`src/rtl/sha256_stream_ctrl.sv`:
```
`timescale 1ns/1ps
`default_nettype none
// +----------------------------------------------------------------------+
// | sha256_stream_ctrl: word-stream front-end that pads messages and      |
// | feeds 512-bit blocks to sha256_core, then captures the final digest.  |
// | Revision: 1.0                                                         |
// +----------------------------------------------------------------------+
module sha256_stream_ctrl #(
  parameter bit MODE  = 1'b1,
  parameter int LEN_W = 64
) (
  input  logic         clk,
  input  logic         reset_n,
  input  logic         s_valid,
  output logic         s_ready,
  input  logic [31:0]  s_data,
  input  logic         s_last,
  input  logic [2:0]   s_bytes,
  output logic         core_init,
  output logic         core_next,
  output logic         core_mode,
  output logic [511:0] core_block,
  input  logic         core_ready,
  input  logic [255:0] core_digest,
  output logic [255:0] digest,
  output logic         digest_valid,
  output logic         busy
);

  typedef enum logic [2:0] {
    S_FILL  = 3'd0,
    S_PAD   = 3'd1,
    S_ISSUE = 3'd2,
    S_WAIT  = 3'd3,
    S_DONE  = 3'd4
  } state_t;

  state_t             r_state, w_state_d;
  logic [511:0]       r_buf, w_buf_d, r_block;
  logic [3:0]         r_widx;
  logic [LEN_W-1:0]   r_len, w_len_inc;
  logic [6:0]         r_p;
  logic               r_first, r_final, r_extra, r_ext80, r_wait_first;
  logic [255:0]       r_digest;
  logic               r_digest_valid, r_busy;
  logic               w_xfer, w_core_go;
  logic [63:0]        w_len64;

  assign s_ready      = (r_state == S_FILL);
  assign w_xfer       = s_valid & s_ready;
  assign core_init    = (r_state == S_ISSUE) & r_first;
  assign core_next    = (r_state == S_ISSUE) & ~r_first;
  assign core_mode    = MODE;
  assign core_block   = r_block;
  assign digest       = r_digest;
  assign digest_valid = r_digest_valid;
  assign busy         = r_busy;
  assign w_len64      = 64'(r_len);
  assign w_len_inc    = s_last ? LEN_W'({s_bytes, 3'b000}) : LEN_W'(32);
  // The core still shows its previous ready in the first WAIT cycle.
  assign w_core_go    = ~r_wait_first & core_ready;

  always_comb begin
    w_state_d = r_state;
    w_buf_d   = r_buf;
    case (r_state)
      S_FILL: begin
        if (w_xfer) begin
          w_buf_d[9'd511 - {r_widx, 5'd0} -: 32] = s_data;
          if (s_last)
            w_state_d = S_PAD;
          else if (r_widx == 4'd15)
            w_state_d = S_ISSUE;
        end
      end
      S_PAD: begin
        for (int j = 0; j < 64; j++) begin
          if (7'(j) == r_p)
            w_buf_d[511 - 8*j -: 8] = 8'h80;
          else if (7'(j) > r_p)
            w_buf_d[511 - 8*j -: 8] = 8'h00;
        end
        if (r_p <= 7'd55)
          w_buf_d[63:0] = w_len64;
        w_state_d = S_ISSUE;
      end
      S_ISSUE: w_state_d = S_WAIT;
      S_WAIT: begin
        if (w_core_go) begin
          if (r_final) begin
            w_state_d = S_DONE;
          end else if (r_extra) begin
            w_buf_d   = {(r_ext80 ? 8'h80 : 8'h00), 440'd0, w_len64};
            w_state_d = S_ISSUE;
          end else begin
            w_buf_d   = '0;
            w_state_d = S_FILL;
          end
        end
      end
      S_DONE: begin
        w_buf_d   = '0;
        w_state_d = S_FILL;
      end
      default: w_state_d = S_FILL;
    endcase
  end

  always_ff @(posedge clk) begin
    if (!reset_n) begin
      r_state        <= S_FILL;
      r_buf          <= '0;
      r_block        <= '0;
      r_widx         <= '0;
      r_len          <= '0;
      r_p            <= '0;
      r_first        <= 1'b1;
      r_final        <= 1'b0;
      r_extra        <= 1'b0;
      r_ext80        <= 1'b0;
      r_wait_first   <= 1'b0;
      r_digest       <= '0;
      r_digest_valid <= 1'b0;
      r_busy         <= 1'b0;
    end else begin
      r_state        <= w_state_d;
      r_buf          <= w_buf_d;
      r_digest_valid <= 1'b0;
      // Block register tracks the buffer only on entry to ISSUE.
      if (w_state_d == S_ISSUE)
        r_block <= w_buf_d;
      case (r_state)
        S_FILL: begin
          if (w_xfer) begin
            r_busy <= 1'b1;
            r_len  <= r_len + w_len_inc;
            r_widx <= r_widx + 4'd1;
            if (s_last)
              r_p <= 7'({r_widx, 2'b00}) + 7'(s_bytes);
          end
        end
        S_PAD: begin
          if (r_p <= 7'd55)
            r_final <= 1'b1;
          else
            r_extra <= 1'b1;
          r_ext80 <= (r_p == 7'd64);
        end
        S_ISSUE: begin
          r_first      <= 1'b0;
          r_wait_first <= 1'b1;
        end
        S_WAIT: begin
          r_wait_first <= 1'b0;
          if (w_core_go && !r_final) begin
            if (r_extra) begin
              r_final <= 1'b1;
              r_extra <= 1'b0;
            end else begin
              r_widx <= '0;
            end
          end
        end
        S_DONE: begin
          r_digest       <= core_digest;
          r_digest_valid <= 1'b1;
          r_first        <= 1'b1;
          r_len          <= '0;
          r_widx         <= '0;
          r_busy         <= 1'b0;
          r_final        <= 1'b0;
          r_extra        <= 1'b0;
          r_ext80        <= 1'b0;
        end
        default: ;
      endcase
    end
  end

endmodule
`default_nettype wire

```
`config.mk`:
```
export PLATFORM = sky130hd
export DESIGN_NAME = sha256_stream_ctrl
export DESIGN_NICKNAME = d
export VERILOG_FILES = /design/src/rtl/sha256_stream_ctrl.sv
export SDC_FILE = /design/constraint.sdc
export NUM_CORES = 2
export LEC_CHECK = 0
export ABC_AREA = 1
export BUFFER_PORTS_ARGS = -buffer_cell sky130_fd_sc_hd__clkbuf_2
export CORE_AREA = 3 3 420 422
export DETAILED_ROUTE_END_ITERATION = 8
export DIE_AREA = 0 0 423 425
export PLACE_DENSITY = 0.59
export SETUP_SLACK_MARGIN = 0.1
export SLEW_MARGIN = 20
export SYNTH_ARGS = -nofsm -noshare
export SYNTH_HDL_FRONTEND = slang
export SYNTH_SLANG_ARGS = --single-unit
```
`constraint.sdc`:
```
create_clock -name clk -period 4 [get_ports clk]
set_clock_uncertainty 0.2 [all_clocks]
set_input_delay 0.8 -clock clk [delete_from_list [all_inputs] [get_ports clk]]
set_output_delay 0.8 -clock clk [all_outputs]
set_load 0.01 [all_outputs]
```
==> impl_metrics.tcl <==
set metrics [dict create \
    drcViolationCount 0 \
    placed_cell_area_um2 65010 \
    cp.required_ps 4480 \
    period_needed_ps 3602 \
    cp_data_arrival_time_ps 4080 \
    syn_inst 7888 \
    cp_slowest_cell "o21ai_1" \
    path_common_cell "nand2_1" \
    htreeDepth 4 \
    slew_violations 0 \
    final_cell_mix "nand2_1 (1,853), dfxtp_1 (1,360), nor2_1 (1,260), clkbuf_2 (1,067), o21ai_0 (780)" \
    max-vdd-ir-drop_mv 0.6433 \
    status "complete, no violations" \
    core_um2 173400 \
    ys_seq_area_share_pct 48.10 \
    dp_hpwl_mm 237.0 \
    nFillCells 18199 \
    dp.cells 11022 \
    crit_family "simple AND/OR/NAND/NOR gates" \
    cp-end-kind "flip-flop" \
    reg2reg_from "r_state[1]" \
    crit_buf_inv 4 \
    synth_cell_types 45 \
    critical_path_class "reg -> reg" \
    drt-pass1-iter-count 9 \
    cts_tree "done" \
    critical_path_peak_fanout 33 \
    die_y_um 425 \
    relSlewSlack_pct 15.03 \
    cts.path.max_buffers 3 \
    globalplace.congestion 1.026 \
    worstSetupStartpointType "flip-flop" \
    max_stage_delay_ps 660 \
    vias 61246 \
    grt_antenna_before_repair 28 \
    tightest_slew_ps 1275 \
    cap_violations 0 \
    die_w_um 423 \
    overflow 0 \
    drive_gt1_share_pct 17.40 \
    yosys_register_bits 1362 \
    grtUsageTotal_pct 32.93 \
    rsz0062_at_grt "no" \
    fin_nets 9383 \
    hp-class "in -> reg" \
    drt_iter0_drc 7302 \
    startpoint "r_state[1]" \
    clock_latency_ps 840 \
    initial_core_util_pct 32.69 \
    cts_made_buffers 155 \
    setup_violations 0 \
    multi_input_area_um2 25150 \
    layout_commonest_cell "nand2_1" \
    grt_pass1_wl_mm 428.1 \
    cts_sinks 1362 \
    hold_violations 0 \
    leakagePower_nw 34.28 \
    cts_setup_buffers 0 \
    final.period_utilization_pct 90.06 \
    clockRootBuffer "clkbuf_16" \
    grt_max_degree 229 \
    routed_via_density 5.301 \
    fmax_mhz 277.6 \
    portBuffers 1068 \
    path_cells "inv_2 > nand2_1 > nand2_1 > a21oi_1 > nand2_1 > nand2_8 > inv_8 > buf_12 > buf_12 > o21ai_1 > nor2_1" \
    synth_fp_nets 8196 \
    first_global_vias 56288 \
    avgSynthCellArea_um2 7.187 \
    rows 153 \
    die-area_um2 179800 \
    syn2layout_area_growth_pct 28.28 \
    fin_cells 11553 \
    dpl_worst_slack_ps 77.36 \
    wl_per_cell_um 26.90 \
    drt.antenna.violating_nets 0 \
    hp-start "core_digest[220]" \
    synth.cell_area_um2 56690 \
    ios 1070 \
    worst_hold_slack_ps 75.82 \
    powerDensity_nw_per_um2 730.6 \
    regArea_um2 27270 \
    synth_warnings 0 \
    final_cell_area_um2 72720 \
    clk_pin_slew_ps 70 \
    setup_ws_ps 397.6 \
    routed_wl_mm 310.8 \
]
[sequential cells by signal (all words and copies together), names as in the netlist]
name and flops:
busy 1, digest_valid 1, r_first 1, core_block 512, r_final 1, r_widx 4, r_extra 1, r_buf 512
r_ext80 1, digest 256, r_state 3, r_wait_first 1, r_p 7, r_len 61
[Yosys cell counts (all sizes together)]
master	instances	area [µm²]
o211ai	60	450.4
a31o	1	8.760
o22ai	6	37.54
a22oi	41	317.8
a21oi	398	1992
a211oi	7	52.55
xor2	3	26.28
a21boi	1	7.510
and3	1	6.260
or2	9	56.30
dfxtp	1362	27270
nor2	1281	4868
o2111ai	9	78.83
inv	610	2290
nand3	403	2017
nand2	1863	7018
clkinv	6	22.52
nor3	70	350.3
a22o	256	2242
o21bai	10	75.07
o211a	1	10.01
ha	11	137.6
fa	1	20.02
conb	1	3.750
clkbuf	225	844.6
o21a	1	7.510
nor4	1	6.260
and2	71	444.2
o21ai	828	4144
nand3b	8	60.06
nor3b	1	7.510
a31oi	15	93.84
nand4	75	469.2
o31ai	7	52.55
buf	245	1205
[worst reg2reg max path: cells and delay by family (launching register included)]
| family | cells | cell delay [ps] |
|---|---|---|
| DFF | 1 | 410 |
| buffers and inverters | 4 | 750 |
| AOI/OAI and AO/OA | 2 | 910 |
| and+or+nand+nor | 5 | 1190 |
[through the flow]
| step | TNS, ps | total power, mW | utilization, % |
|---|---|---|---|
| 5_1_grt | 0 | 55.47 | 41.92 |
| 6_report | 0 | 53.13 | 41.93 |
| 2_1_floorplan | 0 | 27.95 | - |
| 4_1_cts | 0 | 53.15 | 41.89 |
| 3_5_place_dp | 0 | 37.58 | 37.48 |
| 3_3_place_gp | -231.6 | 37.41 | 37.47 |
[power breakdown]
| part | switching, mW | leakage, nW | internal, mW |
|---|---|---|---|
| Clock | 6.27 | 2.67 | 9.04 |
| Sequential | 1.71 | 11.0 | 16.2 |
| Combinational | 14.4 | 20.6 | 5.56 |
[final timing paths]
check	cells after the start	slack (ps)	endpoint
hold reg to reg	2	250	busy
setup reg to reg	11	400	core_block[352]
setup / recovery	11	400	core_block[352]
hold / removal	2	80	digest[220]
[kinds of logic (layout without fill, tap and decap cells)]
group,Yosys count,in the layout,share of synthesized area [%]
flops,1362,1362,48.10
buf+inv,1086,2399,7.694
simple gates,3783,3783,27.00
other cells,1,28,0.006615
compound gates,1641,1641,16.88
xor+xnor,3,3,0.04636
fa+ha+maj,12,12,0.2781
[timing repair]
action | in CTS | in global routing
hold endpoints to repair | 221 | 0
hold buffers | 221 | 0
gates resized for setup | 0 | 0
[routing by layer]
layer | share of wire (%) | wire (µm) | vias to the layer above | global-route usage (%)
met4 | 5.5 | 17220 | 4 | 16.34
met2 | 44 | 136300 | 3134 | 50.36
met1 | 41 | 127700 | 29400 | 42.59
li1 | - | - | 28085 | -
met5 | 0.0090 | 28 | - | 0
met3 | 9.5 | 29580 | 623 | 9.113
[cell type report]
class / instances / share of cell area, %
Timing Repair Buffer: 1500 / 13.15
Inverter: 616 / 3.200
Sequential cell: 1362 / 37.50
Clock buffer: 223 / 6.299
Tap cell: 2325 / 4.000
Clock inverter: 60 / 1.170
Antenna cell: 27 / 0.09291
Multi-Input combinational cell: 5440 / 34.59
Note: power is estimated with default switching activity, not from simulation.
